## src/rtl/down_count_timer_pkg.sv

```systemverilog
// -----------------------------------------------------------------------------
// down_count_timer_pkg
//   Shared definitions for the down-counting timer: FSM state encoding and a
//   small decode helper used by the top-level.
// -----------------------------------------------------------------------------
package down_count_timer_pkg;

  // Timer FSM states. The encoding is fixed so other blocks that observe the
  // state (debug taps, the game datapath) can rely on it.
  typedef enum logic [1:0] {
    ST_IDLE   = 2'd0,
    ST_RUN    = 2'd1,
    ST_PAUSED = 2'd2
  } timer_state_t;

  // BUSY is asserted whenever the timer holds an active countdown.
  function automatic logic state_is_busy(input timer_state_t st);
    return (st != ST_IDLE);
  endfunction

endpackage

```

## src/rtl/down_count_timer_tick_prescaler.sv

```systemverilog
// -----------------------------------------------------------------------------
// tick_prescaler
//   Divides the clock by PRESCALE while enabled. The internal counter runs
//   0..PRESCALE-1 and TICK is high for the enabled cycle in which it sits at
//   PRESCALE-1, after which it wraps to 0. When EN is low the counter holds,
//   which lets a paused timer resume mid-period.
// Ports
//   CLOCK  in  1  system clock, rising edge
//   RESET  in  1  asynchronous, active-high reset
//   EN     in  1  advance the prescaler this cycle
//   CLR    in  1  force the prescaler back to 0 (wins over EN)
//   TICK   out 1  decrement strobe for the timer
// -----------------------------------------------------------------------------
module tick_prescaler #(
  parameter int PRESCALE = 3
) (
  input  logic CLOCK,
  input  logic RESET,
  input  logic EN,
  input  logic CLR,
  output logic TICK
);

  localparam int CW = (PRESCALE > 1) ? $clog2(PRESCALE) : 1;
  localparam logic [CW-1:0] LAST = CW'(PRESCALE - 1);

  logic [CW-1:0] cnt_r;

  // TICK is decoded from the counter register and qualified by EN, so a
  // held (paused) prescaler sitting at LAST never strobes.
  assign TICK = EN && (cnt_r == LAST);

  // Prescaler counter: clear, wrap at LAST, or hold.
  always_ff @(posedge CLOCK or posedge RESET) begin
    if (RESET) begin
      cnt_r <= '0;
    end else if (CLR) begin
      cnt_r <= '0;
    end else if (EN) begin
      if (cnt_r == LAST) begin
        cnt_r <= '0;
      end else begin
        cnt_r <= cnt_r + CW'(1);
      end
    end else begin
      cnt_r <= cnt_r;
    end
  end

endmodule

```

## src/rtl/down_count_timer.sv

```systemverilog
// -----------------------------------------------------------------------------
// down_count_timer
//   Loadable down-counting timer. A loaded value is counted down to zero, one
//   step every PRESCALE clocks while running. Expiry produces a one-cycle DONE
//   pulse and either returns to IDLE or reloads from the value last loaded.
//   Per-edge priority: LOAD > START > PAUSE > prescaler tick.
// Ports
//   CLOCK        in  1      system clock, rising edge
//   RESET        in  1      asynchronous, active-high reset
//   LOAD         in  1      capture LOAD_VAL into COUNT and the reload register
//   LOAD_VAL     in  WIDTH  value to load
//   START        in  1      begin (from IDLE) or resume (from PAUSED) counting
//   PAUSE        in  1      freeze counting while running
//   AUTO_RELOAD  in  1      on expiry, restart from the reload register
//   COUNT        out WIDTH  remaining count (registered)
//   DONE         out 1      one-cycle expiry pulse (registered)
//   BUSY         out 1      high while RUN or PAUSED (registered)
// -----------------------------------------------------------------------------
module down_count_timer
  import down_count_timer_pkg::*;
#(
  parameter int WIDTH    = 4,
  parameter int PRESCALE = 3
) (
  input  logic             CLOCK,
  input  logic             RESET,
  input  logic             LOAD,
  input  logic [WIDTH-1:0] LOAD_VAL,
  input  logic             START,
  input  logic             PAUSE,
  input  logic             AUTO_RELOAD,
  output logic [WIDTH-1:0] COUNT,
  output logic             DONE,
  output logic             BUSY
);

  timer_state_t     state_r;
  logic [WIDTH-1:0] reload_r;
  logic             pre_en_s;
  logic             pre_clr_s;
  logic             tick_s;

  // Prescaler control. It only advances on RUN cycles that are not overridden
  // by LOAD or PAUSE; a START while already running is ignored and therefore
  // does not block the tick. Entering RUN from IDLE restarts the period.
  always_comb begin
    pre_en_s  = 1'b0;
    pre_clr_s = 1'b0;
    if (LOAD) begin
      pre_clr_s = 1'b1;
    end else if (START && (state_r == ST_IDLE)) begin
      pre_clr_s = 1'b1;
    end else if ((state_r == ST_RUN) && !PAUSE) begin
      pre_en_s = 1'b1;
    end else begin
      pre_en_s  = 1'b0;
      pre_clr_s = 1'b0;
    end
  end

  tick_prescaler #(
    .PRESCALE (PRESCALE)
  ) u_prescaler (
    .CLOCK (CLOCK),
    .RESET (RESET),
    .EN    (pre_en_s),
    .CLR   (pre_clr_s),
    .TICK  (tick_s)
  );

  // Timer FSM with the COUNT, reload, DONE and BUSY registers. BUSY is
  // updated alongside every state change so it always equals the decoded
  // state register.
  always_ff @(posedge CLOCK or posedge RESET) begin
    if (RESET) begin
      state_r  <= ST_IDLE;
      COUNT    <= '0;
      reload_r <= '0;
      DONE     <= 1'b0;
      BUSY     <= 1'b0;
    end else begin
      DONE <= 1'b0;
      if (LOAD) begin
        COUNT    <= LOAD_VAL;
        reload_r <= LOAD_VAL;
        state_r  <= ST_IDLE;
        BUSY     <= state_is_busy(ST_IDLE);
      end else if (START && (state_r != ST_RUN)) begin
        case (state_r)
          ST_IDLE: begin
            if (COUNT != '0) begin
              state_r <= ST_RUN;
              BUSY    <= state_is_busy(ST_RUN);
            end else begin
              // Starting an empty timer expires immediately.
              DONE <= 1'b1;
            end
          end
          ST_PAUSED: begin
            state_r <= ST_RUN;
            BUSY    <= state_is_busy(ST_RUN);
          end
          default: begin
            state_r <= ST_IDLE;
            BUSY    <= state_is_busy(ST_IDLE);
          end
        endcase
      end else if (PAUSE && (state_r == ST_RUN)) begin
        state_r <= ST_PAUSED;
        BUSY    <= state_is_busy(ST_PAUSED);
      end else if (tick_s) begin
        if (COUNT > WIDTH'(1)) begin
          COUNT <= COUNT - WIDTH'(1);
        end else if (COUNT == WIDTH'(1)) begin
          DONE <= 1'b1;
          if (AUTO_RELOAD) begin
            COUNT <= reload_r;
          end else begin
            COUNT   <= '0;
            state_r <= ST_IDLE;
            BUSY    <= state_is_busy(ST_IDLE);
          end
        end else begin
          // Running with a zero count cannot occur via normal control; park
          // safely in IDLE without decrementing past zero.
          state_r <= ST_IDLE;
          BUSY    <= state_is_busy(ST_IDLE);
        end
      end else begin
        state_r <= state_r;
      end
    end
  end

endmodule

```

## config.mk

```make
export PLATFORM = sky130hd
export DESIGN_NAME = down_count_timer
export DESIGN_NICKNAME = d
export VERILOG_FILES = /design/src/rtl/down_count_timer_pkg.sv /design/src/rtl/down_count_timer_tick_prescaler.sv /design/src/rtl/down_count_timer.sv
export SDC_FILE = /design/constraint.sdc
export NUM_CORES = 1
export LEC_CHECK = 0
export BUFFER_PORTS_ARGS = -buffer_cell sky130_fd_sc_hd__buf_2
export CELL_PAD_IN_SITES_DETAIL_PLACEMENT = 1
export CELL_PAD_IN_SITES_GLOBAL_PLACEMENT = 1
export CORE_MARGIN = 2
export CORE_UTILIZATION = 35
export DETAILED_ROUTE_END_ITERATION = 10
export HOLD_SLACK_MARGIN = 0.15
export PLACE_DENSITY = 0.69
export SYNTH_ARGS = -nofsm -noshare
export SYNTH_HDL_FRONTEND = slang
export SYNTH_SLANG_ARGS = --single-unit
```

## constraint.sdc

```tcl
create_clock -name CLOCK -period 2.1 [get_ports CLOCK]
set_clock_uncertainty 0.15 [all_clocks]
set_input_delay 0 -clock CLOCK [delete_from_list [all_inputs] [get_ports CLOCK]]
set_output_delay 0 -clock CLOCK [all_outputs]
set_load 0.01 [all_outputs]
```

======== Word level (Yosys, flattened, before mapping) ========
Cells that the tools add are included.
storage, ports and cells
  bits in registers ....................... 14
  input port bits ......................... 10
  output and inout port bits .............. 6
  word-level logic and storage cells ...... 74
cells by class
  add/sub/neg operators ................... 2
  magnitude comparators ................... 1
  equality and inequality tests ........... 10
  multiplexer cells ....................... 41
  reduce and logical (&&, ||, !) cells .... 14
operator list
  cell                                                                             count
  4-bit 2-to-1 mux                                                                 7
  2-bit 2-to-1 mux                                                                 11
  1-bit 2-to-1 mux                                                                 21
  4-bit AND reduction                                                              2
  4-bit nonzero test                                                               2
  1-bit logical AND                                                                5
  5-bit != test, second input constant                                             1
  2-bit equality test, second input constant                                       2
  4-bit by 1-bit equality test with 1-bit output, second input constant            1
  4-bit by 1-bit greater-than comparator with 1-bit output, second input constant  1
  2-bit != test, second input constant                                             2
  4-bit by 3-bit != test with 1-bit output, second input constant                  1
  4-bit != test, second input constant                                             1
  2-bit case mux with 2 select lines                                               1
  2-bit nonzero test                                                               2
  4-bit by 1-bit subtractor with 4-bit output, second input constant               1
  3-bit nonzero test                                                               1
  2-bit by 1-bit adder with 2-bit output, second input constant                    1
  2-bit by 1-bit equality test with 1-bit output, second input constant            1
  2-bit logical NOT                                                                1
  2-bit by 1-bit != test with 1-bit output, second input constant                  1
  1-bit case mux with 2 select lines                                               1
  1-bit logical NOT                                                                1

======== Longest topological paths before layout ========
Gate-level depths: netlist of run 1.
  depth after elaboration ................. 10
  depth in mapped cells ................... 6
  depth with buffers taken out ............ 6

======== Cells and area by module ========
A second synthesis of run 1 with hierarchy kept.
second synthesis, totals
  cell total of the unflattened synthesis .. 92
  area total of the unflattened synthesis .. 908.4 µm²
modules (own cells, without submodules)
  module            instances  cells an instance  area each (µm²)  seq. area each (µm²)
  down_count_timer  1          82                 807.0            300.3
  tick_prescaler    1          10                 101.3            50.0

======== Least setup slack after synthesis of run 1 ========
Ideal clock, no wire load.
  path kind ............................... register to register
  start ................................... reg COUNT[0]
  end ..................................... reg COUNT[2]
  setup time .............................. 126 ps
  arrival time ............................ 1745 ps
  required time ........................... 1824 ps
  path slack .............................. 79 ps
  cell stages (with the launch flop) ...... 6
  path buffers ............................ 0
  clock period less this slack ............ 2021 ps
  cells stage by stage .................... dfrtp_1 > ha_1 > or4b_1 > and4_4 > o311a_1 > a221o_1
between the ends
  longest elaborated chain between the ends .. 6
  elaborated cells on any way between the ends .. 10
  those cells by class .................... add/sub (1); order compare (1); eq/ne (1); mux (5); reduce/logical (2)
RTL lines
  element                                                                                                                         line                                              text
  start, declared                                                                                                                 down_count_timer.sv:32                            output logic [WIDTH-1:0] COUNT,
  start signal, assigned                                                                                                          down_count_timer.sv:113                           COUNT <= COUNT - WIDTH'(1);
  start signal, assigned                                                                                                          down_count_timer.sv:117                           COUNT <= reload_r;
  4-bit by 1-bit subtractor with 4-bit output / 4-bit by 1-bit greater-than comparator with 1-bit output (equally long branches)  down_count_timer.sv:113, down_count_timer.sv:112
  4-bit 2-to-1 mux                                                                                                                down_count_timer.sv:112                           if (COUNT > WIDTH'(1)) begin
  4-bit 2-to-1 mux                                                                                                                down_count_timer.sv:111                           end else if (tick_s) begin
  4-bit 2-to-1 mux                                                                                                                down_count_timer.sv:108                           end else if (PAUSE && (state_r == ST_RUN)) begin
  4-bit 2-to-1 mux                                                                                                                down_count_timer.sv:88                            end else if (START && (state_r != ST_RUN)) begin
  4-bit 2-to-1 mux                                                                                                                down_count_timer.sv:83                            if (LOAD) begin
Parallel ways exist; a longest one is shown, timed or not. The select of a mux whose other input is x is not followed.
A chain may end at the register's enable or synchronous reset.

======== Worst setup path after layout of run 1 ========
Ends and elaborated chain as after synthesis.

==> reports/metrics.cfg, run 1 <==
[detailed_routing]
first_pass_iters=4
post-route-drc-count=0
detail-route-antenna-nets=0
vias_per_cell=5.22
vias=747
totalWireLength_microns=2110
post_drt_wl_per_cell_microns=14.8
dr.first_iter.drc_count=9

[die]
num_rows=17
core_region_area_sq_um=2210
chipWidth_microns=52.5
design.die.area_sq_um=2760
starting_density_pct=37.3
ioPinCount=16
die_h_microns=52.5

[worst_setup_path]
critical-path-slowest-cell=sky130_fd_sc_hd__or4b_1
critical_path_required_ps=2120
path_cells=ha_1, or4b_1, and4_4, o311a_1, a221o_1
worst_r2r_startpoint=COUNT[0]
critical_path.reg2reg.endpoint=COUNT[2]
critPathBufInv=0
critical-path-top-delay-family=simple AND/OR/NAND/NOR gates
crit_path_capture_type=flip-flop
worst-path-max-fanout=6
rr_worst_depth=5
worst-r2r-setup-slack_ps=50
startpoint_kind_of_the_worst_setup_timing_path=flip-flop
timing.critical_path.slowest_cell_delay_ps=510
path_class=flip-flop to flip-flop
critical_path_arrival_ps=2070

[timing]
tightest_slew_ps=558
timing.final.hold_violations=0
clock.fmax_ghz=0.488
tns_ps=0
slew_headroom_pct=62.8
timing.final.ws_setup_ps=50.0
min_period_ps=2050
count_of_pins_over_their_slew_limit=0
finalHoldWorstSlack_ps=155
report.final.setup_viol=0
finalCritPeriodShare_pct=97.6

[placed_design]
dpl-instance-area_sq_um=957
dp_hpwl_microns=1590
numPortBuffers=15
place_ws_ps=34.5
placed_cells_incl_taps=125
gp_congestion=0.724

[power]
p_leak_nw=0.525
peakVddDrop_mv=0.338
total_power_uw=682
cellPowerDensity_nw_per_um2=604

[yosys]
synth_ff_type=sky130_fd_sc_hd__dfrtp_1
synthDistinctLibCells=36
postSynthNetCount=92
synth_enable_flop_cells=0
synth.most_common_cell=sky130_fd_sc_hd__dfrtp_1
synth.avg_cell_area_sq_um=10.3
yosys-top-cells-count=sky130_fd_sc_hd__dfrtp_1 (14), sky130_fd_sc_hd__nand2_1 (5)
synth-async-reset-ratio_pct=100
synth_sequential_area_ratio_pct=42.5
netlist.top_cell.by_area=sky130_fd_sc_hd__dfrtp_1
synth_area_sq_um=825
synth_seq_cells=14
syn-instance-count=80
synth_warnings=0
synth.top_cells.by_area=sky130_fd_sc_hd__dfrtp_1 (42%), sky130_fd_sc_hd__mux2_2 (5.5%), sky130_fd_sc_hd__a221o_1 (4.9%), sky130_fd_sc_hd__mux2i_1 (4.9%), sky130_fd_sc_hd__and2_1 (3.0%)
synth_top_area_share_pct=42.5

[outcome]
outcome=finished clean

[clock_network]
path_clk_slew_ps=90
clock_sinks=14
ctsHtreeMaxLevel=1
cts-root-buf=sky130_fd_sc_hd__clkbuf_4
tritoncts=yes
cts_inserted_buffers=3
cts-root-to-sink-buffers=2
insertion_delay_ps=290

[layout]
area.growth.synth_to_final_pct=37.0
num_antenna_cells=0
number_of_standard_cells_in_the_layout_taps_in_and_fillers_out=143
multi_input_comb_area_sq_um=452
finish.net_count=128
drive_above_1_share_pct=30.4
fillers=259
layout.area.seq_sq_um=352
finalInstanceArea_sq_um=1130
postLayoutCoreUtil_pct=51.1

[grt]
grt_start_max_net_pins=19
grt_overflow=0
antenna_found_initial=0
grt_first_pass_wirelength_microns=3740
first_global_vias=797
global_route.usage.total_pct=19.1

[run]
maxCapViolCount=0

[worst_hold_path]
holdCritPathClass=primary input to async pin

## metal layers
metal | vias to the layer above | share of wire [%] | GRT usage [%]
li1 | 369 | - | -
met1 | 363 | 42 | 23.0
met2 | 13 | 53 | 33.5
met3 | 2 | 4.2 | 5.71
met4 | 0 | 0.57 | 3.85
met5 | - | 0 | 0
## worst reg2reg max path, delay by kind of cell (launching register included)
family / cells / cell delay (ps)
DFF: 1 / 450
adders and majority gates: 1 / 220
and+or+nand+nor: 2 / 740
AOI/OAI and AO/OA: 2 / 380
## layout make-up
cell class                 count  share of cell area (%)
timing repair buffer          33                    21.3
tap                           28                    3.10
sequential                    14                    31.1
multi-input combinational     60                    40.0
clock buffer                   4                    3.21
inverter                       4                    1.33
## state kept, by name, summed over array words and instances (netlist names)
| register | cells |
|---|---|
| BUSY | 1 |
| COUNT | 4 |
| DONE | 1 |
| reload_r | 4 |
| state_r | 2 |
| u_prescaler.cnt_r | 2 |
## cells by family (layout without fill, tap and decap cells)
kind of cell,Yosys count,count (layout),synth area share (%)
AND/OR/NAND/NOR,32,32,24.9
AO/OA/AOI/OAI,17,17,15.5
flip-flops,14,14,42.5
multiplexers,8,8,10.3
buffers and inverters,6,41,2.73
adder cells (fa/ha/maj),2,2,3.03
XOR/XNOR,1,1,1.06
## layout by cell type (no fill, tap or decap), types with 2 or more instances in the layout
master / synthesis / routed
sky130_fd_sc_hd__dfrtp_1: 14 / 13
sky130_fd_sc_hd__nor2_1: 3 / 3
sky130_fd_sc_hd__clkbuf_4: 0 / 3
sky130_fd_sc_hd__ha_1: 2 / 2
sky130_fd_sc_hd__dlygate4sd3_1: 0 / 12
sky130_fd_sc_hd__a221o_1: 4 / 4
sky130_fd_sc_hd__buf_2: 0 / 15
sky130_fd_sc_hd__nand3b_1: 2 / 2
sky130_fd_sc_hd__nor3_1: 4 / 4
sky130_fd_sc_hd__and3b_1: 2 / 2
sky130_fd_sc_hd__nor3b_1: 2 / 2
sky130_fd_sc_hd__a21oi_1: 3 / 3
sky130_fd_sc_hd__inv_1: 4 / 3
sky130_fd_sc_hd__mux2_2: 4 / 4
sky130_fd_sc_hd__and2_1: 4 / 4
sky130_fd_sc_hd__mux2i_1: 4 / 4
sky130_fd_sc_hd__nand2_1: 5 / 5
sky130_fd_sc_hd__buf_4: 0 / 6
## power by group
part           internal, mW  switching, mW
clock network         0.106         0.0933
registers             0.291         0.0255
logic                0.0914         0.0752
## worst max path at each step
stage	start	to	slack [ps]	depth (start not counted)
after CTS	COUNT[1]	COUNT[2]	6	6
after floorplan	COUNT[0]	COUNT[2]	80	5
final	COUNT[0]	COUNT[2]	50	5
after detailed placement	COUNT[1]	COUNT[2]	30	6
after global routing	COUNT[0]	COUNT[2]	-3	5
after global placement	COUNT[0]	COUNT[2]	120	5
## timing repair
item                       4_1_cts  5_1_grt
hold endpoints to repair        28        0
setup endpoints to repair        0        1
resized for setup                0        2
hold buffers                    12        0
setup buffers                    0        2
No activity file was read; power rests on OpenSTA's default activity.
==> inputs of run 2 (changes only) <==
SETUP_SLACK_MARGIN = 0.1   (was not set)
==> reports/metrics.cfg, run 2 (same netlist as run 1, synthesis figures left out) <==
[outcome]
outcome=finished clean  ; unchanged

[die]
starting_density_pct=37.3  ; unchanged
num_rows=17  ; unchanged
core_region_area_sq_um=2210  ; unchanged
die_h_microns=52.5  ; unchanged
design.die.area_sq_um=2760  ; unchanged
ioPinCount=16  ; unchanged
chipWidth_microns=52.5  ; unchanged

[layout]
area.growth.synth_to_final_pct=43.2  ; was 37.0%
leading_cell_type_in_the_layout_fill_and_taps_excluded=sky130_fd_sc_hd__buf_2  ; unchanged
fillers=266  ; was 259
num_antenna_cells=0  ; unchanged
layout.area.seq_sq_um=352  ; unchanged
multi_input_comb_area_sq_um=485  ; was 452 sq um
most-common-layout-cells=sky130_fd_sc_hd__buf_2 (15), sky130_fd_sc_hd__dfrtp_1 (13), sky130_fd_sc_hd__dlygate4sd3_1 (13)  ; was sky130_fd_sc_hd__buf_2 (15), sky130_fd_sc_hd__dfrtp_1 (13), sky130_fd_sc_hd__dlygate4sd3_1 (12)
finish.net_count=130  ; was 128
postLayoutCoreUtil_pct=53.4  ; was 51.1%
top_regs=COUNT (4), reload_r (4)  ; unchanged
drive_above_1_share_pct=34.2  ; was 30.4%
number_of_standard_cells_in_the_layout_taps_in_and_fillers_out=145  ; was 143

[grt]
grt_first_pass_wirelength_microns=3810  ; was 3740 microns
first_global_vias=827  ; was 797
antenna_found_initial=0  ; unchanged
grt_start_max_net_pins=19  ; unchanged
grt_overflow=0  ; unchanged
global_route.usage.total_pct=19.4  ; was 19.1%

[detailed_routing]
totalWireLength_microns=2170  ; was 2110 microns
first_pass_iters=4  ; unchanged
vias=761  ; was 747
vias_per_cell=5.25  ; was 5.22
detail-route-antenna-nets=0  ; unchanged
post-route-drc-count=0  ; unchanged
dr.first_iter.drc_count=6  ; was 9
post_drt_wl_per_cell_microns=15.0  ; was 14.8 microns

[placed_design]
dp_hpwl_microns=1470  ; was 1590 microns
gp_congestion=0.767  ; was 0.724
place_ws_ps=71.8  ; was 34.5 ps
numPortBuffers=15  ; unchanged
placed_cells_incl_taps=123  ; was 125

[clock_network]
path_clk_slew_ps=100  ; was 90 ps
clock_sinks=14  ; unchanged
cts-root-to-sink-buffers=2  ; unchanged
cts-root-buf=sky130_fd_sc_hd__clkbuf_4  ; unchanged
tritoncts=yes  ; unchanged
ctsHtreeMaxLevel=1  ; unchanged
cts_inserted_buffers=3  ; unchanged
insertion_delay_ps=280  ; was 290 ps

[timing]
count_of_pins_over_their_slew_limit=0  ; unchanged
min_period_ps=1980  ; was 2050 ps
tightest_slew_ps=544  ; was 558 ps
report.final.setup_viol=0  ; unchanged
rsz0062_at_grt=true
finalCritPeriodShare_pct=94.2  ; was 97.6%
timing.final.hold_violations=0  ; unchanged
finalHoldWorstSlack_ps=142  ; was 155 ps
timing.final.ws_setup_ps=121  ; was 50.0 ps
tns_ps=0  ; unchanged
clock.fmax_ghz=0.505  ; was 0.488 GHz
slew_headroom_pct=63.7  ; was 62.8%

[worst_setup_path]
path_class=flip-flop to flip-flop  ; unchanged
critPathBufInv=1  ; was 0
timing.critical_path.slowest_cell_delay_ps=490  ; was 510 ps
crit_path_capture_type=flip-flop  ; unchanged
startpoint_kind_of_the_worst_setup_timing_path=flip-flop  ; unchanged
worst-path-max-fanout=5  ; was 6
worst-r2r-setup-slack_ps=120  ; was 50 ps
worst_r2r_startpoint=COUNT[1]  ; was COUNT[0]
critical_path_arrival_ps=2000  ; was 2070 ps
path_cells=inv_2, ha_4, or4b_1, and4_4, o311a_1, a221o_1  ; was ha_1, or4b_1, and4_4, o311a_1, a221o_1
rr_worst_depth=6  ; was 5
critical-path-top-delay-family=simple AND/OR/NAND/NOR gates  ; unchanged
critical-path-slowest-cell=sky130_fd_sc_hd__or4b_1  ; unchanged
critical_path_required_ps=2120  ; about the same
critical_path.reg2reg.endpoint=COUNT[2]  ; unchanged

[worst_hold_path]
holdCritPathClass=primary input to async pin  ; unchanged

[run]
maxCapViolCount=0  ; unchanged

[power]
p_leak_nw=0.536  ; was 0.525 nW
cellPowerDensity_nw_per_um2=593  ; was 604 nW/um^2
peakVddDrop_mv=0.361  ; was 0.338 mV

run 2: cell count changes in the layout (fill, tap and decap cells not counted), sizes merged:
| cell | before | now |
|---|---|---|
| buf | 21 | 22 |
| dlygate4sd3 | 12 | 13 |
run 2: layer usage:
layer / wire [microns] / track usage [%]
met2: 1130 / 34.4
met3: 46 / 4.29
met1: 980 / 22.4
met5: 0 / 0
met4: 14 / 7.69
run 2: area by class of cell:
cell class / instances / share of cell area (%)
multi-input cells: 60 / 41.1
well taps: 28 / 2.97
flip-flops and latches: 14 / 29.8
clock buffers: 4 / 3.07
repair buffers: 35 / 21.8
inverters: 4 / 1.27
run 2: worst reg2reg max path, cell delays in order, from the launching register on:
cell and delay, ps:
sky130_fd_sc_hd__dfrtp_1 390, sky130_fd_sc_hd__inv_2 80, sky130_fd_sc_hd__ha_4 160, sky130_fd_sc_hd__or4b_1 490, sky130_fd_sc_hd__and4_4 240, sky130_fd_sc_hd__o311a_1 110
sky130_fd_sc_hd__a221o_1 260
run 2: power by group:
part | switching [mW] | internal, mW | leakage, nW
combinational | 0.0820 | 0.101 | 0.340
clock | 0.0962 | 0.105 | 0.0210
sequential | 0.0250 | 0.291 | 0.175
run 2: worst max path at each step:
stage               depth (start not counted)  endpoint      from
floorplan                                   6  COUNT[2]  COUNT[1]
global placement                            6  COUNT[2]  COUNT[1]
detailed placement                          6  COUNT[2]  COUNT[0]
CTS                                         6  COUNT[2]  COUNT[1]
global route                                6  COUNT[2]  COUNT[1]
finish                                      6  COUNT[2]  COUNT[1]
run 2: metrics by stage:
step | cell area [sq um] | total power, mW
6_report | 1180 | 0.700
5_1_grt | 1180 | 0.744
4_1_cts | 1140 | 0.700
3_5_place_dp | 946 | 0.457
3_3_place_gp | 946 | 0.452
2_1_floorplan | 828 | 0.404
run 2: what timing repair did:
action,4_1_cts,5_1_grt
endpoints found under the setup margin,4,4
pin swaps,0,1
hold endpoints to repair,28,0
buffers inserted,4,1
gates resized for setup,1,6
hold buffers,13,0
